===== src/rtl/palette_expander.sv =====
// rtl/palette_expander.sv - double-buffered 16-entry palette expander, 8-bit index to 24-bit RGB
// Optional PALETTE_INTERP_EN: interpolate between adjacent entries (adds one pipeline stage).
module palette_expander #(
  parameter bit VSYNC_ACTIVE_HIGH = 1'b1
) (
  input  logic        clk,
  input  logic        resetn,
  input  logic        sw_reset,
  input  logic [7:0]  vid_pData_i,
  input  logic        vid_pHSync_i,
  input  logic        vid_pVSync_i,
  input  logic        vid_pVDE_i,
  output logic [23:0] vid_pData_o,
  output logic        vid_pHSync_o,
  output logic        vid_pVSync_o,
  output logic        vid_pVDE_o,
  input  logic        palette_en,
  input  logic        pal_wr_en,
  input  logic [3:0]  pal_wr_addr,
  input  logic [23:0] pal_wr_data,
  input  logic        pal_commit,
  output logic        commit_pending
);

  logic [23:0] shadow_pal [16];
  logic [23:0] active_pal [16];

  logic [7:0]  y1;
  logic        hs1, vs1, vde1, pen1, vs_prev;
  logic        boundary, swap;
  logic [23:0] data_q;
  logic        hs_q, vs_q, vde_q;

  // Frame boundary is the inactive->active edge of the stage-1 vsync.
  assign boundary = (vs1 == VSYNC_ACTIVE_HIGH) && (vs_prev != VSYNC_ACTIVE_HIGH);
  assign swap     = boundary && (commit_pending || pal_commit) && !sw_reset;

  always_ff @(posedge clk) begin
    if (!resetn || sw_reset) commit_pending <= 1'b0;
    else if (boundary)       commit_pending <= 1'b0;
    else if (pal_commit)     commit_pending <= 1'b1;
  end

  // A coincident write lands in shadow only; the swap copies the pre-write contents.
  always_ff @(posedge clk) begin
    if (!resetn) begin
      for (int i = 0; i < 16; i++) begin
        shadow_pal[i] <= {3{8'(i * 17)}};
        active_pal[i] <= {3{8'(i * 17)}};
      end
    end else begin
      if (swap) begin
        for (int i = 0; i < 16; i++) active_pal[i] <= shadow_pal[i];
      end
      if (pal_wr_en) shadow_pal[pal_wr_addr] <= pal_wr_data;
    end
  end

  always_ff @(posedge clk) begin
    if (!resetn || sw_reset) begin
      y1      <= 8'h00;
      hs1     <= 1'b0;
      vs1     <= 1'b0;
      vde1    <= 1'b0;
      pen1    <= 1'b0;
      vs_prev <= 1'b0;
    end else begin
      y1      <= vid_pData_i;
      hs1     <= vid_pHSync_i;
      vs1     <= vid_pVSync_i;
      vde1    <= vid_pVDE_i;
      pen1    <= palette_en;
      vs_prev <= vs1;
    end
  end

`ifdef PALETTE_INTERP_EN
  logic [23:0] p_lo, p_hi;
  logic [7:0]  y2;
  logic        hs2, vs2, vde2, pen2;
  logic [3:0]  idx_hi;

  assign idx_hi = (y1[7:4] == 4'hF) ? 4'hF : y1[7:4] + 4'd1;

  // Palette is read in stage 2 so a swap affects pixels that entered on or after it.
  always_ff @(posedge clk) begin
    if (!resetn || sw_reset) begin
      p_lo <= 24'h0;
      p_hi <= 24'h0;
      y2   <= 8'h00;
      hs2  <= 1'b0;
      vs2  <= 1'b0;
      vde2 <= 1'b0;
      pen2 <= 1'b0;
    end else begin
      p_lo <= active_pal[y1[7:4]];
      p_hi <= active_pal[idx_hi];
      y2   <= y1;
      hs2  <= hs1;
      vs2  <= vs1;
      vde2 <= vde1;
      pen2 <= pen1;
    end
  end

  function automatic logic [7:0] lerp(input logic [7:0] a, input logic [7:0] b,
                                      input logic [3:0] f);
    logic signed [9:0]  d;
    logic signed [13:0] p;
    logic signed [9:0]  s;
    logic signed [10:0] c;
    d = $signed({2'b00, b}) - $signed({2'b00, a});
    p = 14'(d) * 14'($signed({1'b0, f}));
    s = 10'(p >>> 4);
    c = $signed({3'b000, a}) + 11'(s);
    if (c < 0)        return 8'h00;
    else if (c > 255) return 8'hFF;
    else              return c[7:0];
  endfunction

  always_ff @(posedge clk) begin
    if (!resetn || sw_reset) begin
      data_q <= 24'h0;
      hs_q   <= 1'b0;
      vs_q   <= 1'b0;
      vde_q  <= 1'b0;
    end else begin
      if (!vde2)     data_q <= 24'h0;
      else if (pen2) data_q <= {lerp(p_lo[23:16], p_hi[23:16], y2[3:0]),
                                lerp(p_lo[15:8],  p_hi[15:8],  y2[3:0]),
                                lerp(p_lo[7:0],   p_hi[7:0],   y2[3:0])};
      else           data_q <= {3{y2}};
      hs_q  <= hs2;
      vs_q  <= vs2;
      vde_q <= vde2;
    end
  end
`else
  always_ff @(posedge clk) begin
    if (!resetn || sw_reset) begin
      data_q <= 24'h0;
      hs_q   <= 1'b0;
      vs_q   <= 1'b0;
      vde_q  <= 1'b0;
    end else begin
      if (!vde1)     data_q <= 24'h0;
      else if (pen1) data_q <= active_pal[y1[7:4]];
      else           data_q <= {3{y1}};
      hs_q  <= hs1;
      vs_q  <= vs1;
      vde_q <= vde1;
    end
  end
`endif

  assign vid_pData_o  = data_q;
  assign vid_pHSync_o = hs_q;
  assign vid_pVSync_o = vs_q;
  assign vid_pVDE_o   = vde_q;

endmodule


===== config.mk =====
export PLATFORM = sky130hd
export DESIGN_NAME = palette_expander
export DESIGN_NICKNAME = d
export VERILOG_FILES = /design/src/rtl/palette_expander.sv
export SDC_FILE = /design/constraint.sdc
export NUM_CORES = 1
export LEC_CHECK = 0
export CAP_MARGIN = 40
export CORE_UTILIZATION = 62
export DETAILED_ROUTE_END_ITERATION = 12
export PLACE_DENSITY = 0.8
export SYNTH_ARGS = -nofsm -noshare
export SYNTH_HDL_FRONTEND = slang
export SYNTH_SLANG_ARGS = --single-unit

===== constraint.sdc =====
create_clock -name clk -period 44.4 [get_ports clk]
set_input_delay 8.88 -clock clk [delete_from_list [all_inputs] [get_ports clk]]
set_output_delay 8.88 -clock clk [all_outputs]
set_load 0.02 [all_outputs]

=== Yosys cells after proc, flatten, opt, wreduce, memory -nomap -nowiden ===
Memories as Yosys holds them, arrays and structs flattened. A register that Yosys moved wholly into a read port is not among the register bits.
Cells that the tools add are included.

* Input port bits: 45
* Word-level logic and storage cells: 68
* Memory bits (read-only): 0
* Register bits: 40
* Bits in writable memories: 768
* Memories kept: 2
* Bits in latches: 0
* Output and inout bits: 28

{| class="wikitable"
|+ Memory list
! name !! words !! width !! read ports !! clocked after memory_dff !! write ports !! line !! text
|-
| active_pal || 16 || 24 || 1 || 1 || 16 || 26 || <nowiki>logic [23:0] active_pal [16];</nowiki>
|-
| shadow_pal || 16 || 24 || 16 || 0 || 16 || 25 || <nowiki>logic [23:0] shadow_pal [16];</nowiki>
|}

* Bitwise gates (word level): 18
* $lt $le $gt $ge: 0
* Divide/modulo/power cells: 0
* Multiplexer cells: 28
* Shift-type cells: 0
* Eq/ne operators: 0
* Reduce and logical (&&, ||, !) cells: 10
* Multipliers: 0
* $add $sub $neg: 0

{| class="wikitable"
|+ Operators by type and width
! cell !! number
|-
| $mux 24 || 18
|-
| $reduce_or 24->1 || 1
|-
| $or 1x1->1 || 16
|-
| $mux 1 || 8
|-
| $mux 4 || 2
|-
| $reduce_or 2->1 || 2
|-
| $logic_and 1x1->1 || 3
|-
| $logic_not 1->1 || 2
|-
| $logic_or 1x1->1 || 2
|-
| $not 1->1 || 2
|}

=== Depth between registers and ports, before layout ===
Gate-level depths: netlist of run 1.

* Depth in word-level cells: 8
* Depth in mapped cells: 8
* Depth with buffers taken out: 4

=== Least setup slack after synthesis of run 1 ===
OpenSTA, ideal clock, no wires.

* Path type: input-to-reg
* Start point: in pal_commit
* End point: mem active_pal[0][0] (enable)
* Path buffers: 0
* Setup time: 1.695 ns
* Data arrival time: 36.778 ns
* Cell stages on the path: 2
* Path slack: 5.927 ns
* Data required time: 42.705 ns
* Cell sequence: nor2_1 -> o31ai_1

{| class="wikitable"
|+ RTL lines
! what !! line !! text
|-
| start, declared || 21 || <nowiki>input logic pal_commit,</nowiki>
|-
| end, declared || 26 ||
|}

==> results.md, run 1 <==
* Status: finished, final reports clean
* Routed WL at 75,240 µm
* Clock skew at 0.02871 ns
* Area growth syn-to-layout at 11.91%
* FF-to-FF setup slack at 41.24 ns
* Clk root buf: clkbuf_16
* RSZ-0062 raised after global routing: false
* Hold Fails Final Rpt at 0
* Number of vias per cell at 6.166
* Clk_lat worst skew at 0.63 ns
* Antenna violations before repair at 10
* Die Y at 232.0 µm
* Post-CTS setup buffers at 0
* Reg clk slew, reported paths at 0.06 ns
* Drt pass-1 iters at 8
* R2r worst-path depth at 5
* Cell Rows at 83
* Max-Cap Viols at 0
* R2r startpoint: y1[5]
* Nets at 2,131
* Routed vias at 17,468
* Worst slew pin tran at 1.112 ns
* CP arrival at about 12 ns
* # hold bufs at CTS at 0
* Setup_tns at 0 ns
* Final instance area at around 0.037 mm²
* GP Congestion at 0.8277
* Grt ovf at 0
* PD cells at 42.78 mW/mm²
* Largest net degree at the start of global routing at approximately 200
* Share of cells above drive strength 1 at 0.1292
* Worst EP required at 44.75 ns
* Worst hold path cell count at 1
* Initial Util at 0.6331
* Worst IR Drop VDD at 0.03020 mV
* TritonCTS clock tree: built
* Synth async-reset ratio at 0
* FF+latch count, synth at 808
* Slew HR at 0.2588
* Clk buf depth at 3
* CTS buffer count at 78
* Final non-filler cell total at 2,833
* Die area at 0.05384 mm²
* Tmin final at 11.52 ns
* WS Path Type: in -> reg
* Post-synth EDFFs at ~770
* FMAX at approximately 87 MHz
* Dpl cells at 2,686
* H-tree Lvls at 3
* I/O pins at 73
* Hpwl dp at roughly 45,000 µm
* Worst Setup End Kind: flip-flop
* Fin crit share at 0.2594
* Starting DRC count in detailed routing at 2,163
* Max-slew violations at 0
* Pleak at 11.84 nW
* Layout fillers at 3,085
* DRT antenna net count at 0
* PortBufs at 72
* Cts repair resizes at 0
* Synth cell types at 38
* Share of the yosys chip area belonging to registers at 0.7274
* Post-Synthesis Mean Instance Area at 16.09 µm²
* Tot GR Track Use at 0.2894
* First-pass GRT wire length at 110,600 µm
* Syn Inst Count at 2,039
* Post-synth top flop: edfxtp_1
* Yosys warns at 0
* Vias in the first global route at 17,697
* Worst hold endpoint: vid_pHSync_o
* Synth Net Count at between 2,000 and 2,500
* Die X at 232.0 µm
* Post-synthesis instance area at 0.03281 mm²
* Critical hold path startpoint: hs1
* DR WL/cell at 26.56 µm
* Core area at 0.05182 mm²
* R2r endpoint: vid_pData_o[7]
* TritonCTS Sinks at 808
* Hold/Removal Path Class: reg -> reg
* Final Setup Violations at 0
* Critical Path Fanout Max at 87
* Dpl cell area at 0.03437 mm²
* # DRC at 0
* Worst setup SP type: primary input
==> worst max path at each step <==
| stage | end | from | cells past startpoint |
|---|---|---|---|
| after global placement | active_pal[5][14] | sw_reset | 7 |
| after CTS | active_pal[6][21] | sw_reset | 9 |
| after global routing | active_pal[6][21] | sw_reset | 9 |
| final | active_pal[6][21] | sw_reset | 9 |
| after detailed placement | active_pal[6][21] | sw_reset | 9 |
| after floorplan | active_pal[0][0] | pal_commit | 2 |
==> metal layers <==
metal | vias up | global-route usage | share of wire
met5 | - | 0.01103 | 0.0016
met1 | 8753 | 0.3862 | 0.37
li1 | 7573 | - | -
met3 | 159 | 0.05255 | 0.11
met2 | 975 | 0.4745 | 0.49
met4 | 8 | 0.1155 | 0.035
==> cell type report <==
type / instances / area (µm²) / area share
Antenna cell: 2 / 5.005 / 0.0001363
Clock buffer: 104 / 2133 / 0.05811
Clock inverter: 41 / 209.0 / 0.005691
Inverter: 1 / 3.754 / 0.0001022
Multi-Input combinational cell: 1072 / 8411 / 0.2291
Sequential cell: 808 / 23880 / 0.6503
Tap cell: 680 / 850.8 / 0.02317
Timing Repair Buffer: 125 / 1225 / 0.03337
==> synth_stat cells, drive strengths merged (18+ instances only) <==
cell / count / area (µm²)
nand2b: 233 / 1458
clkbuf: 125 / 469.2
mux2i: 38 / 380.4
or3: 169 / 1057
and2: 399 / 2496
mux4: 86 / 1963
dfxtp: 40 / 800.8
nor2: 19 / 71.32
edfxtp: 768 / 23060
a22oi: 18 / 135.1
o21ai: 28 / 140.1
buf: 33 / 217.7
==> power by group <==
group          total (W)  internal (W)  switching, W
clock network   0.000614      0.000339      0.000275
registers       0.000882      0.000871     0.0000111
logic          0.0000748     0.0000257     0.0000491
total            0.00157       0.00124      0.000335
==> through the flow <==
| stage | hold WS, ns | util | power, W | setup WS [ns] |
|---|---|---|---|---|
| after floorplan | 0.4057 | - | 0.0009545 | 5.927 |
| after global placement | 0.4112 | 0.6605 | 0.0009675 | 32.02 |
| after detailed placement | 0.4131 | 0.6632 | 0.0009722 | 32.31 |
| after CTS | 0.4269 | 0.7084 | 0.001576 | 32.93 |
| after global routing | 0.4429 | 0.7084 | 0.001612 | 32.72 |
| final | 0.4255 | 0.7085 | 0.001571 | 32.88 |
==> cell families (layout without fill, tap and decap cells) <==
group | Yosys count | count (layout) | synth area share
and+or+nand+nor | 871 | 871 | 0.1636
DFF | 808 | 808 | 0.7274
buffers and inverters | 159 | 271 | 0.02105
muxes | 132 | 132 | 0.07418
AOI/OAI and AO/OA | 69 | 69 | 0.01381
other | 0 | 2 | 0
==> worst max-delay path, cell delays in order <==
cell and delay (ns):
clkdlybuf4s50_1 0.51, nor2b_2 0.17, buf_4 0.26, nor3b_4 0.21
buf_4 0.38, buf_16 0.33, buf_4 0.57, buf_16 0.30
nand2b_1 0.10
==> state kept, by name, indices dropped and copies added (netlist names) <==
signal / flops
vid_pData_o: 24
vid_pVDE_o: 1
vs1: 1
vid_pHSync_o: 1
hs1: 1
vs_prev: 1
shadow_pal: 384
active_pal: 384
pen1: 1
commit_pending: 1
y1: 8
vde1: 1
==> layout by cell type, fill, tap and decap left out, types with 6 or more instances in the layout <==
cell             count
mux2i_1             38
o21ai_4              8
mux4_2              79
clkbuf_1            21
nor3_1               7
mux2_2               8
clkbuf_16           81
clkinv_1            15
or3_1              169
buf_4               45
edfxtp_1           768
clkdlybuf4s50_1     71
mux4_1               7
nand2b_1           231
o211ai_1             6
and2_1             399
a21o_1               6
a22oi_1             18
o21ai_0             14
clkinv_2            20
dfxtp_1             36
nand3_1             12
nor2_1              18
nand2_1             11
No activity file was read; power rests on OpenSTA's default activity.
==> run 2: changes to the inputs <==
- CORE_UTILIZATION: 62 -> 56
- PLACE_DENSITY: 0.8 -> 0.76
- clock period: 44.4 -> 9.2 ns (I/O delays scaled with it)
==> results.md, run 2 (synthesized netlist as in run 1, its figures left out) <==
* Status: finished, final reports clean
* Setup_tns at 0 ns (unchanged)
* Clk buf depth at 3 (unchanged)
* # DRC at 0 (unchanged)
* Routed vias at 17,442 (-0.15%)
* Die area at 0.05956 mm² (+11%)
* Pleak at 11.92 nW (+0.64%)
* Die Y at 244.0 µm (+5.2%)
* FMAX at between 200 and 250 MHz
* Antenna violations before repair at 9 (-1)
* GP Congestion at 0.8176 (-1.2%)
* Cts repair resizes at 0 (unchanged)
* PortBufs at 72 (unchanged)
* Reg clk slew, reported paths at 0.06 ns (about the same)
* Max-Cap Viols at 0 (unchanged)
* Clk pwr share at 0.404 (+0.013)
* Starting DRC count in detailed routing at 1,988 (-8.1%)
* Clk_lat worst skew at 0.62 ns (about the same)
* Slew HR at 0.3382 (+0.07941)
* First-pass GRT wire length at 113,500 µm (+2.6%)
* CTS buffer count at 78 (unchanged)
* Nets at 2,139 (+0.38%)
* Clock skew at 0.01533 ns (-0.01338 ns)
* Die X at 244.0 µm (+5.2%)
* Most frequent cells in the layout: 768 x edfxtp_1, 399 x and2_1, 231 x nand2b_1, 169 x or3_1
* Final instance area at 0.03703 mm² (+0.87%)
* Post-CTS setup buffers at 0 (unchanged)
* Tot GR Track Use at 0.2650 (-0.02449)
* Initial Util at 0.5675 (-0.06554)
* Worst slew pin tran at 0.9927 ns (-0.1191 ns)
* Pre-CTS setup slack at 4.047 ns (-28.26 ns)
* TritonCTS clock tree: built
* Hpwl dp at 47,240 µm (+5.4%)
* Met1 Use GR at 0.3583 (-0.02789)
* Final non-filler cell total at 2,920 (+3.1%)
* Commonest non-fill, non-tap cell in the layout: edfxtp_1
* GRT busiest layer: met2
* Met2 Resource Use GR at 0.4291 (-0.04547)
* Grt ovf at 0 (unchanged)
* CP arrival at 4.87 ns (-6.99 ns)
* RSZ-0062 raised after global routing: false
* WS Path Type: in -> reg
* Psw at 0.001609 W (+380%)
* Core area at 0.05781 mm² (+12%)
* Worst EP required at 9.52 ns (-35.23 ns)
* Vias in the first global route at 17,676 (-0.12%)
* Share of cells above drive strength 1 at 0.1320 (+0.002728)
* Fin crit share at 0.4949
* Hold Fails Final Rpt at 0 (unchanged)
* Dpl cell area at 0.03455 mm² (+0.54%)
* Tmin final at 4.553 ns
* H-tree Lvls at 3 (unchanged)
* Dpl cells at 2,779 (+3.5%)
* Worst setup SP type: primary input
* Net Sw Frac at 0.2077 (-0.005720)
* Pint at 0.006138 W (+400%)
* Worst IR Drop VDD at 0.1320 mV (+340%)
* DRT antenna net count at 0 (unchanged)
* Hold/Removal Path Class: reg -> reg
* Layout fillers at 3,947 (+28%)
* Final Setup Violations at 0 (unchanged)
* # hold bufs at CTS at 0 (unchanged)
* Clk root buf: clkbuf_16
* Max-slew violations at 0 (unchanged)
* Cell Rows at 88 (+6.0%)
* Largest net degree at the start of global routing at 176 (-11%)
* Combinational share of power at 0.047 (about the same)
* Number of vias per cell at 5.973 (-3.1%)
* DR WL/cell at 26.34 µm (-0.82%)
* Reg power frac at 0.549 (-0.012)
* Drt pass-1 iters at 6 (-2)
* TritonCTS Sinks at 808 (unchanged)
* Area growth syn-to-layout at 12.88%
* Final WS setup at 4.647 ns (-28.24 ns)
* Worst Setup End Kind: flip-flop
* PD cells at 209.2 mW/mm² (+390%)
* Routed WL at 76,910 µm (+2.2%)
* Critical Path Fanout Max at 68 (-22%)
* Met3 Use GR at 0.05191 (-0.0006445)
* I/O pins at 73 (unchanged)
==> run 2: cell count changes in the layout (fill, tap and decap cells not counted), moves of 2 or more <==
cell,previous run,this run
buf_4,45,51
buf_8,0,2
bufinv_16,0,6
clkbuf_16,81,79
clkbuf_8,2,8
clkinv_2,20,4
clkinv_4,2,0
clkinvlp_4,0,2
nor2_1,18,15
nor2_2,1,3
==> run 2: layout make-up <==
cell class | count | area [µm²] | share of cell area
multi-input combinational | 1072 | 8423 | 0.2275
timing repair buffer | 133 | 1291 | 0.03487
antenna | 3 | 7.507 | 0.0002027
inverter | 1 | 3.754 | 0.0001014
sequential | 808 | 23880 | 0.6447
clock buffer | 107 | 2162 | 0.05838
clock inverter | 31 | 311.5 | 0.008413
tap | 765 | 957.2 | 0.02585
==> run 2: worst max-delay path, cell delays in order <==
cell	delay [ns]
buf_6	0.32
buf_4	0.68
nand4b_1	0.16
buf_4	0.39
nor3_2	0.21
buf_4	0.29
nand2b_1	0.58
buf_4	0.34
==> run 2: worst paths after layout <==
kind / cells after the start / slack [ns] / end / from
min: 1 / 0.42 / vid_pHSync_o / hs1
max: 8 / 4.65 / shadow_pal[1][21] / resetn
max reg2reg: 5 / 6.17 / active_pal[4][3] / vs_prev
min reg2reg: 1 / 0.42 / vid_pHSync_o / hs1
==> run 2: through the flow <==
stage	power, W	util	hold WS (ns)
floorplan	0.004547	-	0.4057
global placement	0.004675	0.5944	0.4139
detailed placement	0.004698	0.5977	0.4133
CTS	0.007785	0.6405	0.4272
global route	0.007950	0.6405	0.4568
finish	0.007747	0.6406	0.4233
==> run 2: layer usage <==
metal / share of wire / vias to the layer above
li1: - / 7574
met1: 0.39 / 8849
met2: 0.49 / 812
met4: 0.036 / 6
met5: 0.00047 / -
met3: 0.088 / 201
==> run 2: power by group through the flow <==
stage / clock network [W] / logic, W / registers (W)
2_1_floorplan: 0 / 0.000214 / 0.00433
3_3_place_gp: 0 / 0.000352 / 0.00432
3_5_place_dp: 0 / 0.000365 / 0.00433
4_1_cts: 0.00316 / 0.000368 / 0.00426
5_1_grt: 0.00330 / 0.000386 / 0.00427
6_report: 0.00313 / 0.000366 / 0.00425
==> patch, RTL diff (settings of run 1) <==
The option `PALETTE_INTERP_EN` is turned on by a define.
--- a/src/rtl/palette_expander.sv
+++ b/src/rtl/palette_expander.sv
@@ -1,4 +1,6 @@
 // rtl/palette_expander.sv - double-buffered 16-entry palette expander, 8-bit index to 24-bit RGB
 // Optional PALETTE_INTERP_EN: interpolate between adjacent entries (adds one pipeline stage).
+`define PALETTE_INTERP_EN
+
 module palette_expander #(
   parameter bit VSYNC_ACTIVE_HIGH = 1'b1
Check against the original RTL: not equivalent (a bounded check fails within 4 cycles, from zero or initial values).
==> patch against run 1 <==
Clock skew increased by 0.015 ns. Power increased by 18%. Worst setup slack got worse by 1.2 ns. Area after synthesis increased by 32%. Final area increased by 32%. Routed wire length increased by 54%. Sequential cell count increased by 60. Critical path type unchanged. Largest cell class unchanged. Largest power group unchanged.
==> patch: results (changes against run 1) <==
| Metric | Value |
|---|---|
| Metal-1 WL | `41,300 um (was 27,800 um)` |
| Pin count of the biggest net entering global routing | `144 (was 198)` |
| GR Layer Usage met2 | `0.531 (was 0.475)` |
| Peak supply drop | `41.9 uV (was 30.2 uV)` |
| Reg2Reg Depth | `31 (was 5)` |
| Reg2Reg Launch Point | `p_lo[17]$_SDFF_PP0_ (was y1[5]$_SDFF_PP0_)` |
| FF-to-FF setup slack | `36.92 ns (was 41.24 ns)` |
| Top cells by area, synth | `edfxtp_1 53%, mux4_2 8.7%, and2_1 7.2% (was edfxtp_1 70%, and2_1 7.6%, mux4_2 5.4%)` |
| Worst setup path endpoint | `active_pal[7][21]$_SDFFCE_PN1P_ (was active_pal[6][21]$_SDFFCE_PN1P_)` |
| Mapped Nets | `3,493 (was 2,084)` |
| Switch share | `0.239 (was 0.213)` |
| Initial antenna violation count | `16 (was 10)` |
| Gp weighted congestion | `0.932 (was 0.828)` |
| Overall routing resource usage | `0.332 (was 0.289)` |
| Clock network share of area | `0.0584 (was 0.0638)` |
| Inverters, non-clock | `156 (was 1)` |
| Synth cell count leaders | `768 x edfxtp_1, 502 x and2_1, 263 x or3_1 (was 768 x edfxtp_1, 399 x and2_1, 233 x nand2b_1)` |
| Outcome | `complete, no violations (unchanged)` |
| Slew headroom | `0.260 (was 0.259)` |
| Multi-In Gates | `2,007 (was 1,072)` |
| Area occupied by multi-input gates | `0.0171 mm^2 (was 0.00841 mm^2)` |
| Number of fill cells in the layout | `4,398 (was 3,085)` |
| Seq/Total Area, Yosys | `0.577 (was 0.727)` |
| Num CTS Buffers | `86 (was 78)` |
| Register area | `0.0251 mm^2 (was 0.0239 mm^2)` |
| Yosys cell types | `84 (was 38)` |
| Vias per Instance | `6.58 (was 6.17)` |
| First-pass GRT wire length | `173,000 um (was 111,000 um)` |
| # diodes | `10 (was 2)` |
| GR Layer Usage met3 | `0.0874 (was 0.0526)` |
| Met2 Routed Length | `54,800 um (was 36,800 um)` |
| WHS | `0.427 ns (was 0.425 ns)` |
| Worst-Skew Late Latency | `0.66 ns (was 0.63 ns)` |
| DR iter-0 viols | `3,715 (was 2,163)` |
## patch: cell types whose count changed after synthesis, moves of 66 or more
cell      before  now
nor2_1        19  114
inv_1          1  154
mux4_2        79  168
nand2b_1     233  140
clkbuf_1     125  209
and2_1       399  502
or3_1        169  263
o21ai_0       26   92
a21oi_1        0   74
ha_1           0  121
## patch: worst max-delay path, cell delays in order
cell	delay [ns]
clkdlybuf4s50_1	0.61
o21ai_4	0.07
buf_4	0.26
o21ai_4	0.17
buf_4	0.69
buf_4	0.52
buf_16	0.30
buf_4	0.26
buf_16	0.31
buf_4	0.42
buf_16	0.32
## patch: power groups by stage
| stage | clock network [W] | registers (W) | logic [W] |
|---|---|---|---|
| 2_1_floorplan | 0 | 0.000978 | 0.000112 |
| 6_report | 0.000733 | 0.000950 | 0.000176 |
| 3_3_place_gp | 0 | 0.000963 | 0.000163 |
| 5_1_grt | 0.000766 | 0.000953 | 0.000187 |
| 3_5_place_dp | 0 | 0.000966 | 0.000172 |
| 4_1_cts | 0.000734 | 0.000949 | 0.000173 |
## patch: cells by family (layout without fill, tap and decap cells)
logic type,Yosys count,after routing,share of synthesized area
DFF,868,868,0.577
AOI/OAI and AO/OA,390,390,0.0587
adders and majority gates,183,183,0.0630
muxes,193,193,0.0936
xor gates and xnor gates,55,55,0.0114
and+or+nand+nor,1186,1186,0.162
other,0,10,0
buffers and inverters,392,461,0.0346
## patch: per-stage QoR
stage / power (W) / instance area (um^2) / std cells / setup slack (ns)
final: 0.00186 / 48300 / 4277 / 31.67
after global routing: 0.00191 / 48300 / 4274 / 31.55
after CTS: 0.00186 / 48300 / 4267 / 31.78
after detailed placement: 0.00114 / 45500 / 4108 / 31.14
after global placement: 0.00113 / 45100 / 4092 / 30.55
after floorplan: 0.00109 / 43400 / 3267 / 6.69
